[config.mk]
export PLATFORM = sky130hd
export DESIGN_NAME = uart_sched
export DESIGN_NICKNAME = d
export VERILOG_FILES = /design/src/rtl/uart_sched_pkg.sv /design/src/rtl/uart_sched_rr_arbiter.sv /design/src/rtl/uart_sched.sv
export SDC_FILE = /design/constraint.sdc
export NUM_CORES = 1
export LEC_CHECK = 0
export ABC_AREA = 1
export CAP_MARGIN = 20
export CORE_MARGIN = 3
export CORE_UTILIZATION = 36
export CTS_CLUSTER_DIAMETER = 60
export DETAILED_ROUTE_END_ITERATION = 10
export GPL_TIMING_DRIVEN = 0
export PLACE_DENSITY_LB_ADDON = 0.05
export SLEW_MARGIN = 0
export SYNTH_ARGS = -nofsm -noshare
export SYNTH_HDL_FRONTEND = slang
export SYNTH_SLANG_ARGS = --single-unit
[constraint.sdc]
create_clock -name clk -period 1.49 [get_ports clk]
set_input_delay 0.298 -clock clk [delete_from_list [all_inputs] [get_ports clk]]
set_output_delay 0.298 -clock clk [all_outputs]
set_load 0.03 [all_outputs]
[src/rtl/uart_sched_pkg.sv]
// uart_sched_pkg: sequencer states, UART register map and status bit positions.
package uart_sched_pkg;
    localparam logic [2:0] BOOT = 3'd0, DIVLO = 3'd1, DIVHI = 3'd2, IDLE = 3'd3;
    localparam logic [2:0] STAT = 3'd4, RXRD = 3'd5, TXACK = 3'd6, TX = 3'd7;
    localparam logic [3:0] UART_A_RX = 4'd0, UART_A_TX = 4'd1, UART_A_STAT = 4'd2;
    localparam logic [3:0] UART_A_DIVLO = 4'd4, UART_A_DIVHI = 4'd5;
    localparam int ST_RXINT = 1, ST_TXINT = 0;
endpackage

[src/rtl/uart_sched_rr_arbiter.sv]
// rr_arbiter: cyclic first-valid-after-pointer search, overridden by a message lock.
module rr_arbiter #(
    parameter int NREQ = 4,
    localparam int W = $clog2(NREQ)
) (
    input  logic [NREQ-1:0] req,
    input  logic [W-1:0]    ptr,
    input  logic            lock,
    input  logic [W-1:0]    lock_id,
    output logic [NREQ-1:0] grant,
    output logic [W-1:0]    idx,
    output logic            any
);
    always_comb begin
        idx = '0;
        any = 1'b0;
        // descending scan so the nearest index after ptr is written last
        for (int k = NREQ; k >= 1; k--) begin
            if (req[(int'(ptr) + k) % NREQ]) begin
                idx = W'((int'(ptr) + k) % NREQ);
                any = 1'b1;
            end
        end
        if (lock) begin
            idx = lock_id;
            any = req[lock_id];
        end
        grant = '0;
        grant[idx] = any;
    end
endmodule

[src/rtl/uart_sched.sv]
// uart_sched: boots the UART divisor, arbitrates transmit requesters and polls
// the UART status to service receive and transmit-done interrupts.
module uart_sched
    import uart_sched_pkg::*;
#(
    parameter int NREQ  = 4,
    parameter int CLOCK = 20000000,
    parameter int BAUD  = 115200,
    parameter int DIV   = CLOCK / BAUD / 4
) (
    input  logic                    clk,
    input  logic                    reset,
    input  logic [NREQ-1:0]         req_valid,
    input  logic [NREQ-1:0]         req_last,
    input  logic [8*NREQ-1:0]       req_data,
    output logic [NREQ-1:0]         req_ready,
    output logic [$clog2(NREQ)-1:0] grant_id,
    output logic [7:0]              rx_data,
    output logic                    rx_valid,
    output logic                    tx_busy,
    output logic [3:0]              io_addr,
    output logic [7:0]              io_wdata,
    output logic                    io_write,
    output logic                    io_read,
    input  logic [7:0]              io_rdata,
    input  logic                    uart_interrupt
);
    localparam int W = $clog2(NREQ);
    localparam logic [11:0] D = 12'(DIV);

    logic [2:0] state, nxt;
    logic [W-1:0] rr, g, lock_id, arb_idx;
    logic [NREQ-1:0] g_oh, arb_oh;
    logic lock, arb_any;

    rr_arbiter #(.NREQ(NREQ)) u_arb (
        .req(req_valid), .ptr(rr), .lock(lock), .lock_id(lock_id),
        .grant(arb_oh), .idx(arb_idx), .any(arb_any)
    );

    always_comb begin
        nxt = state == BOOT  ? DIVLO :
              state == DIVLO ? DIVHI :
              state == DIVHI ? IDLE  :
              state == IDLE  ? (uart_interrupt ? STAT : (!tx_busy && arb_any) ? TX : IDLE) :
              state == STAT  ? (io_rdata[ST_RXINT] ? RXRD : io_rdata[ST_TXINT] ? TXACK : IDLE) :
              IDLE;
    end

    always_ff @(posedge clk or posedge reset) begin
        if (reset) begin
            state    <= BOOT;
            rr       <= W'(NREQ - 1);
            g        <= '0;
            g_oh     <= '0;
            lock     <= 1'b0;
            lock_id  <= '0;
            grant_id <= '0;
            tx_busy  <= 1'b0;
            rx_data  <= '0;
            rx_valid <= 1'b0;
        end else begin
            state    <= nxt;
            rx_valid <= state == RXRD;
            if (state == RXRD) rx_data <= io_rdata;
            if (state == IDLE) begin
                g    <= arb_idx;
                g_oh <= arb_oh;
            end
            if (state == TXACK) tx_busy <= 1'b0;
            if (state == TX) begin
                tx_busy  <= 1'b1;
                grant_id <= g;
                rr       <= g;
                lock     <= ~req_last[g];
                lock_id  <= g;
            end
        end
    end

    always_comb begin
        io_write  = state == DIVLO || state == DIVHI || state == TXACK || state == TX;
        io_read   = state == STAT || state == RXRD;
        io_addr   = state == DIVLO ? UART_A_DIVLO :
                    state == DIVHI ? UART_A_DIVHI :
                    (state == STAT || state == TXACK) ? UART_A_STAT :
                    state == TX ? UART_A_TX : UART_A_RX;
        io_wdata  = state == DIVLO ? D[7:0] :
                    state == DIVHI ? {4'b0, D[11:8]} :
                    state == TXACK ? 8'h01 :
                    state == TX ? req_data[{g, 3'b000} +: 8] : 8'h00;
        req_ready = state == TX ? g_oh : '0;
    end
endmodule

---- Word-level counts from Yosys, hierarchy flattened ----
Index checks and enable logic that the tools add are counted.
storage, ports and cells
  flip-flop bits (word level) ............. 24
  input bits .............................. 51
  output and inout port bits .............. 30
operators by class
  add/subtract/negate cells ............... 4
  $lt $le $gt $ge ......................... 8
  equal/unequal tests ..................... 7
  shifts and indexed selects .............. 1
  mux-type cells .......................... 48
  bitwise logic cells ..................... 6
  reductions and logical operators ........ 14
operators with widths
  kind                                                        count
  2-to-1 mux 3 bit                                            11
  2-to-1 mux 8 bit                                            4
  indexed part select 32 x 6 -> 8 bit                         1
  2-to-1 mux 1 bit                                            19
  less-than comparator 3 x 4 -> 1 bit, second input constant  4
  binary-select mux 1 bit (select 2 bit)                      6
  equality test 3 bit, second input constant                  4
  2-to-1 mux 2 bit                                            6
  less-than comparator 2 x 3 -> 1 bit, second input constant  3
  OR reduction 2 bit                                          4
  equality test 3 x 2 -> 1 bit, second input constant         2
  logical OR 1 bit                                            5
  adder 2 x 1 -> 2 bit, second input constant                 2
  adder 2 bit, second input constant                          2
  bitwise AND 1 bit, first input constant                     4
  bitwise AND 4 bit                                           1
  2-to-1 mux 4 bit                                            1
  equality test 3 x 1 -> 1 bit, second input constant         1
  logical NOT 3 bit                                           1
  demux 1 bit (select 2 bit)                                  1
  >= comparator 2 x 1 -> 1 bit, second input constant         1
  logical AND 1 bit                                           2
  nonzero test 2 bit                                          1
  logical NOT 1 bit                                           1
  NOT 1 bit                                                   1

---- Depth between registers and ports, before layout ----
Gate-level depths: netlist of run 1.
  depth after elaboration ................. 18
  depth in mapped cells ................... 13
  gate-level depth less buffers ........... 12

---- Modules after synthesis ----
From an unflattened synthesis of run 1, not the netlist that was laid out.
second synthesis, totals
  cells, all modules ...................... 279
  area, all modules ....................... 1759.2 um^2
by module, submodules not included
  module      instances  cells each  area an instance (um^2)  seq. area each (um^2)
  uart_sched  1          208         1422.6                   603.1
  rr_arbiter  1          71          336.6                    0.0

---- Least setup slack after synthesis of run 1 ----
OpenSTA, ideal clock, no wires.
  kind .................................... flip-flop to output port
  from .................................... register state[1]
  to ...................................... output port io_wdata[2]
  data arrival time ....................... 1.499 ns
  data required time ...................... 1.192 ns
  path slack .............................. -0.307 ns
  cell stages (with the launch flop) ...... 6
  path buffers ............................ 1
  cells stage by stage .................... dfrtp_1 -> inv_2 -> nor3_4 -> inv_2 -> buf_2 -> a21oi_1
between the ends
  cells in the longest elaborated chain, start to end .. 5
  elaborated cells between the ends (all ways) .. 8
  those cells by class .................... eq/ne: 4; mux: 4
ends and longest elaborated chain
  item                    RTL line          text
  start, declared         uart_sched.sv:31  logic [2:0] state, nxt;
  start signal, assigned  uart_sched.sv:63  state <= nxt;
  equality test 3 bit     uart_sched.sv:91  state == TX ? req_data[{g, 3'b000} +: 8] : 8'h00;
  2-to-1 mux 8 bit        uart_sched.sv:91
  2-to-1 mux 8 bit        uart_sched.sv:90  state == TXACK ? 8'h01 :
  2-to-1 mux 8 bit        uart_sched.sv:89  state == DIVHI ? {4'b0, D[11:8]} :
  2-to-1 mux 8 bit *      uart_sched.sv:88  io_wdata = state == DIVLO ? D[7:0] :
  end, declared           uart_sched.sv:22  output logic [7:0] io_wdata,
Every way passes the cells marked *; elsewhere a longest branch is shown, timed or not.

---- Worst setup path in the final report of run 1 ----
  from .................................... register state[0]
  to ...................................... output port io_wdata[5]
Same word-level chain as after synthesis.

==> results.md, run 1 <==
- Status: finished with violations
- Violated checks: negative setup slack
- Cell Pwr Density: 2100 mW/mm^2
- Num rows: 23
- Register bit count reported by yosys: 24
- Skew final: ~0.0044 ns
- Commonest non-fill, non-tap cell in the layout: nand2_1
- Reg2Reg Setup Slack: -0.13 ns
- Fmax: between 0.5 and 0.6 GHz
- GRT Total Usage: 0.191
- Slew at the pin with the worst max-slew slack: 0.942 ns
- Vias in the first global route: 1,835
- Nets: ~400
- WL final: between 5 and 6 mm
- Die H: approximately 73 um
- HPWL after DPL: ~3.5 mm
- Hold Startpoint: rx_data[6]
- Arrival time of the worst setup path: 1.55 ns
- Crit-path slowest cell: dfrtp_1
- Dpl ws: -0.856 ns
- Static Leakage: ~1.5 nW
- Synth Net Count: between 200 and 300
- Total grt overflow: 0
- Crit path kind: register to output pin
- 1st-iter DRT viols: 70
- Initial core utilization: 0.390
- Tot Pwr: 0.00644 W
- Num CTS Buffers: 3
- RSZ-0062 raised after global routing: yes
- Inst Count DP: approximately 370
- Startpoint types: register
- Cell mode on critical path: inv_4
- WHS Endpoint: rx_data[6]
- Final worst-path cycle share: 1.24
- Peak supply drop: ~900 uV
- Port bufs: 79
- Clk Tree Root Cell: clkbuf_8
- CTS max path bufs: 2
- Hold depth: 2
- Post-Syn Area: approximately 0.0016 mm^2
- Worst EP required: about 1.2 ns
- DRT antenna net count: 0
- Final Hold Vio Count: 0
- Syn avg cell area: 6.67 um^2
- Syn Inst Count: roughly 240
- FILL cells: between 300 and 400
- CTS tree: yes
- Initial antenna violation count: 0
- Core Region: ~0.0042 mm^2
- CTS Hold Bufs: 0
- Worst-path fanout max: 6
- Synth Warn #: 0
- Die ar.: between 0.005 and 0.006 mm^2
- GPL Wtd Cong: between 0.8 and 0.9
- Total negative slack: -5.10 ns
- Critical R2R Launch: rr[0]
- CP Capture Type: output pin
- Clk slew on worst S/H paths: 0.08 ns
- H-tree depth: 1
- Rel. slew slack: 0.371
- Share of layout cells above drive strength 1: 0.377
- Worst reg2reg path endpoint: g_oh[3]
- Most frequent cells in the layout: nand2_1 (66), clkdlybuf4s50_1 (50), buf_4 (22)
- Hold slack: roughly 0.47 ns
- Largest net degree at the start of global routing: 25
- Setup ws final: -0.353 ns
- Routed len/inst: approximately 14 um
- Diodes inserted: 0
- DRC: 0
- Max cap viols: 0
- Finish-stage setup viols: 22
- Min-Delay Path Class: register to register
- DIE WIDTH: approximately 73 um
- TritonCTS Sinks: 24
- Tmin final: between 1.5 and 2 ns
- Library cells used by synthesis: 29
- Seq/Total Area, Yosys: 0.370
- First-pass GRT wire length: 8.20 mm
- CP max stage delay: about 0.40 ns
- R2r worst-path depth: 11
- Vias per cell: 5.03
- Insertion delay to the later sink of the worst-skew pair: between 0.2 and 0.3 ns
- IO Pins: slightly above 80
- Vias: 2,010
- Max-slew violations: 0
- Crit path cell chain: inv_4, nor3_4, inv_4, a221o_1, nand2_4, buf_6
- Synthesis-to-finish area growth: 88.6%
- Layout Cells excl Fill: 400
- First drt pass iteration count: 4
==> where the power goes <==
part           total (W)  leakage, nW  switching, W  internal (W)
Sequential       0.00122        0.291      0.000255      0.000969
Combinational    0.00478         1.14       0.00279       0.00199
Clock           0.000439       0.0288      0.000204      0.000236
Total            0.00644         1.46       0.00325       0.00320
==> registers in the layout, indices dropped and copies added, names as in the netlist <==
| name | count |
|---|---|
| tx_busy | 1 |
| rr | 2 |
| rx_data | 8 |
| lock_id | 2 |
| rx_valid | 1 |
| g | 2 |
| g_oh | 4 |
| lock | 1 |
| state | 3 |
==> Yosys cell counts <==
| cell type | instances | area [um^2] |
|---|---|---|
| nor3_1 | 2 | 10.0 |
| buf_4 | 1 | 7.51 |
| a22oi_1 | 1 | 7.51 |
| a2bb2oi_1 | 1 | 8.76 |
| nand4_1 | 3 | 18.8 |
| nor3_2 | 1 | 10.0 |
| nor2_1 | 23 | 86.3 |
| dfstp_2 | 2 | 52.6 |
| nor3_4 | 2 | 32.5 |
| nand2_2 | 3 | 18.8 |
| nand2_1 | 86 | 323 |
| inv_1 | 20 | 75.1 |
| inv_2 | 7 | 26.3 |
| conb_1 | 1 | 3.75 |
| a32oi_1 | 1 | 8.76 |
| nand3_2 | 3 | 30.0 |
| o21ai_0 | 17 | 85.1 |
| a21oi_2 | 1 | 8.76 |
| inv_6 | 1 | 8.76 |
| clkinv_1 | 2 | 7.51 |
| a21oi_1 | 18 | 90.1 |
| dfrtp_1 | 22 | 551 |
| o21ai_1 | 5 | 25.0 |
| buf_2 | 3 | 15.0 |
| nand3_1 | 10 | 50.1 |
| buf_6 | 1 | 11.3 |
| clkbuf_1 | 2 | 7.51 |
| o21ai_2 | 1 | 8.76 |
| a221o_1 | 4 | 40.0 |
==> cells by family (layout without fill, tap and decap cells) <==
| kind of cell | after synthesis | count (layout) | share of synthesized area |
|---|---|---|---|
| other | 1 | 1 | 0.00230 |
| DFF | 24 | 24 | 0.370 |
| AOI/OAI and AO/OA | 49 | 49 | 0.174 |
| and+or+nand+nor | 133 | 133 | 0.356 |
| buffers and inverters | 37 | 143 | 0.0976 |
==> layout make-up <==
cell class                 count  area (um^2)  area share
multi-input combinational    183         1130       0.370
sequential                    24          606       0.197
buffer                         7         81.3      0.0265
inverter                      30          141      0.0460
clock buffer                   4         55.1      0.0179
timing repair buffer         102          990       0.322
tap                           50         62.6      0.0204
==> worst max-delay path by stage <==
stage | startpoint | to | slack, ns | cells after the start
finish | state[0] | io_wdata[5] | -0.35 | 6
floorplan | state[2] | io_write | -0.09 | 5
global route | state[0] | io_wdata[3] | -0.42 | 6
CTS | state[0] | io_wdata[5] | -0.38 | 6
detailed placement | state[2] | io_read | -0.86 | 5
global placement | state[2] | io_wdata[5] | -0.83 | 6
==> timing repair <==
| item | 4_1_cts | 5_1_grt |
|---|---|---|
| cloned | 2 | 1 |
| gates resized for setup | 169 | 46 |
| pin swaps | 18 | 27 |
| setup endpoints to repair | 44 | 24 |
| setup buffers | 16 | 5 |
==> stage by stage <==
step           instance area, um^2  utilization
6_report                      3070        0.736
5_1_grt                       3070        0.736
4_1_cts                       2890        0.692
3_5_place_dp                  2570        0.616
3_3_place_gp                  2570        0.616
2_1_floorplan                 1720            -
==> critical path: cells and delay by family (launching register included) <==
family / cells / cell delay [ns]
and+or+nand+nor: 2 / 0.31
buffers and inverters: 3 / 0.26
DFF: 1 / 0.40
AOI/OAI and AO/OA: 1 / 0.30
==> layer usage <==
metal	part of all wire	vias up	GRT usage	wire, um
li1	-	1006	-	-
met1	0.43	917	0.259	2330
met2	0.49	81	0.317	2660
met3	0.083	6	0.0372	456
met4	0.0055	0	0.0328	30
met5	0	-	0	0
(Power assumes the default switching activity.)
==> inputs of run 2 (changes only) <==
--- a/config.mk
+++ b/config.mk
@@ -6,9 +6,10 @@
 export NUM_CORES = 1
 export LEC_CHECK = 0
 export ABC_AREA = 1
+export ABC_CLOCK_PERIOD_IN_PS = 1490
 export CAP_MARGIN = 20
 export CORE_MARGIN = 3
-export CORE_UTILIZATION = 36
+export CORE_UTILIZATION = 37
 export CTS_CLUSTER_DIAMETER = 60
 export DETAILED_ROUTE_END_ITERATION = 10
 export GPL_TIMING_DRIVEN = 0
@@ -16,4 +17,5 @@
 export SLEW_MARGIN = 0
 export SYNTH_ARGS = -nofsm -noshare
 export SYNTH_HDL_FRONTEND = slang
+export SYNTH_HIERARCHICAL = 1
 export SYNTH_SLANG_ARGS = --single-unit
==> results.md, run 2 <==
- R2r worst-path depth: 11 (unchanged)
- First-pass GRT wire length: 9.14 mm (+11%)
- Status: finished with violations
- Post-Syn Area: 0.00176 mm^2 (+8.1%)
- Violated checks: negative setup slack
- Routed len/inst: 13.0 um (-5.1%)
- Finish-stage setup viols: 24 (+9.1%)
- Register bit count reported by yosys: 24 (unchanged)
- Insertion delay to the later sink of the worst-skew pair: 0.27 ns (about the same)
- Post-synth EDFFs: 0 (unchanged)
- Die ar.: 0.00562 mm^2 (+4.7%)
- CP max stage delay: 0.61 ns (+0.21 ns)
- Top_reg_cell synth: dfrtp_1
- Synth Area in Compound Gates: 0.111 (-0.0628)
- WL final: 5.73 mm (+4.7%)
- Min-Delay Path Class: register to register
- Commonest non-fill, non-tap cell in the layout: nand2_1
- Area share of the largest cell type after synthesis: 0.313 (-0.0253)
- GRT Total Usage: 0.209 (+0.0187)
- Crit-path slowest cell: dfstp_2
- CTS max path bufs: 2 (unchanged)
- Setup ws final: -0.260 ns (+0.0935 ns)
- Syn avg cell area: 6.31 um^2 (-5.5%)
- Library cells used by synthesis: 27 (-6.9%)
- Vias per cell: 4.79 (-4.7%)
- Max cap viols: 0 (unchanged)
- Core Region: 0.00447 mm^2 (+7.2%)
- Clk slew on worst S/H paths: 0.09 ns (about the same)
- DRT antenna net count: 0 (unchanged)
- RSZ-0062 raised after global routing: yes
- Share of layout cells above drive strength 1: 0.321 (-0.0558)
- Critical path buffers and inverters: 3 (unchanged)
- Synth Warn #: 6 (+6)
- HPWL after DPL: 3.76 mm (+6.0%)
- Total grt overflow: 0 (unchanged)
- Cell Pwr Density: 2230 mW/mm^2 (+6.4%)
- Initial core utilization: 0.393 (+0.00307)
- Post-synthesis simple-gate area fraction: 0.430 (+0.0744)
- Fmax: 0.572 GHz (+5.3%)
- Number of cells on the critical path: 11 (+5)
- Initial antenna violation count: 0 (unchanged)
- Slew at the pin with the worst max-slew slack: 0.887 ns (-0.0559 ns)
- Most common cell in the netlist: nand2_1
- Diodes inserted: 0 (unchanged)
- Hold slack: 0.482 ns (+0.0111 ns)
- Static Leakage: 1.61 nW (+10%)
- Port bufs: 79 (unchanged)
- Synthesis-to-finish area growth: 79.0%
- DRC: 0 (unchanged)
- Worst EP required: 1.68 ns (+0.49 ns)
- CP Capture Type: register
- Max FFs per register: 8 (unchanged)
- H-tree depth: 1 (unchanged)
- Num CTS Buffers: 3 (unchanged)
- Post-synth ARST share: 1.00 (unchanged)
- Final Hold Vio Count: 0 (unchanged)
- Commonest cells in the netlist: nand2_1 (122), inv_1 (29), nor2_1 (28), nand3_1 (26), dfrtp_1 (22)
- Num rows: 24 (+4.3%)
- Clk Tree Root Cell: clkbuf_8
- GPL Wtd Cong: 0.885 (-0.12%)
- Final worst-path cycle share: 1.17 (-0.0628)
- Peak supply drop: 1590 uV (+82%)
- Cell family with the largest share of critical-path delay: flip-flops
- Yosys top cell by area: dfrtp_1
- Hold depth: 2 (unchanged)
- Largest net degree at the start of global routing: 25 (unchanged)
- Arrival time of the worst setup path: 1.94 ns (+0.39 ns)
- Largest register by flop count: rx_data
- Nets: 441 (+9.7%)
- Startpoint types: register
- Synth top area cells: dfrtp_1 (31%), nand2_1 (26%), nand3_1 (7.4%)
- Die H: 75.0 um (+2.3%)
- Main combinational cell family by area after synthesis: simple AND/OR/NAND/NOR gates
- DIE WIDTH: 75.0 um (+2.3%)
- Rel. slew slack: 0.408 (+0.0373)
- Synth Area in XOR/XNOR: 0 (unchanged)
- Proportion of synthesized area in mux cells: 0 (unchanged)
- Post-Synth Adder-Cell Area: 0 (unchanged)
- Dpl ws: -0.625 ns (+0.231 ns)
- FILL cells: 398 (+19%)
- Syn Inst Count: 279 (+14%)
- Most frequent cells in the layout: nand2_1 (97), clkdlybuf4s50_1 (50), buf_4 (25)
- Vias in the first global route: 2,032 (+11%)
- CTS Hold Bufs: 0 (unchanged)
- Crit path cell chain: buf_6, nand2_2, nand2_2, nand2_1, nand2_1, inv_2, a31oi_4, inv_1, nor2_1, nor2_1, a21oi_1
- 1st-iter DRT viols: 55 (-21%)
- Crit path kind: register to register
- TritonCTS Sinks: 24 (unchanged)
- First drt pass iteration count: 4 (unchanged)
- Synth Net Count: 330 (+12%)
- Tmin final: 1.75 ns (-0.0935 ns)
- Seq/Total Area, Yosys: 0.343 (-0.0277)
- IO Pins: 81 (unchanged)
- CTS tree: yes
- Top Registers: rx_data: 8 flops, g_oh: 4 flops, state: 3 flops
- Worst-path fanout max: 5 (-1)
- Vias: 2,111 (+5.0%)
- Skew final: 0.00848 ns (+0.00406 ns)
- Max-slew violations: 0 (unchanged)
-- run 2: layer usage --
layer,GRT usage,vias to the layer above,wire length (um)
li1,-,1080,-
met1,0.260,951,2350
met2,0.362,72,2890
met3,0.0574,8,399
met4,0.0455,0,88
met5,0,-,0
-- run 2: cells by family (layout without fill, tap and decap cells) --
family	after synthesis	in the layout
AND/OR/NAND/NOR	182	182
buffers and inverters	42	152
AO/OA/AOI/OAI	30	30
flip-flops	24	24
other	1	1
-- run 2: area by class of cell --
type | count | area (um^2) | area share
repair buffers | 106 | 1020 | 0.324
clock buffers | 3 | 41.3 | 0.0131
multi-input cells | 213 | 1130 | 0.358
flip-flops and latches | 24 | 606 | 0.192
well taps | 52 | 65.1 | 0.0207
inverters | 32 | 135 | 0.0429
plain buffers | 10 | 124 | 0.0393
clock inverters | 1 | 30.0 | 0.00954
-- run 2: what timing repair did --
action	4_1_cts	5_1_grt
pin swaps	32	13
setup buffers	22	0
setup endpoints to repair	36	25
resized for setup	202	7
gates cloned	5	0
-- run 2: path summary, 6_finish.rpt --
kind | startpoint | slack (ns) | end
max in group asynchronous | reset | 0.37 | state[1]
min reg2reg | rx_data[7] | 0.48 | rx_data[7]
min | rx_data[7] | 0.48 | rx_data[7]
max reg2reg | rr[0] | -0.26 | state[2]
max | rr[0] | -0.26 | state[2]
min in group asynchronous | reset | 0.51 | rx_data[2]
-- run 2: power by group --
group	internal [W]	switching, W
Sequential	0.000968	0.000263
Clock	0.000360	0.000224
Combinational	0.00222	0.00300
-- run 2: worst min-delay path, delay by kind of cell, from the launching register on --
| family | cells | cell delay, ns |
|---|---|---|
| flip-flops | 1 | 0.35 |
| AND/OR/NAND/NOR | 2 | 0.10 |
-- run 2: through the flow --
stage	power [W]	util	instances	setup TNS (ns)	cell area (um^2)
after floorplan	0.00394	-	279	-0.559	1770
after global placement	0.00518	0.587	410	-11.58	2630
after detailed placement	0.00522	0.587	410	-11.65	2630
after CTS	0.00693	0.701	441	-4.93	3140
after global routing	0.00755	0.704	441	-7.58	3150
final	0.00704	0.704	441	-5.20	3150
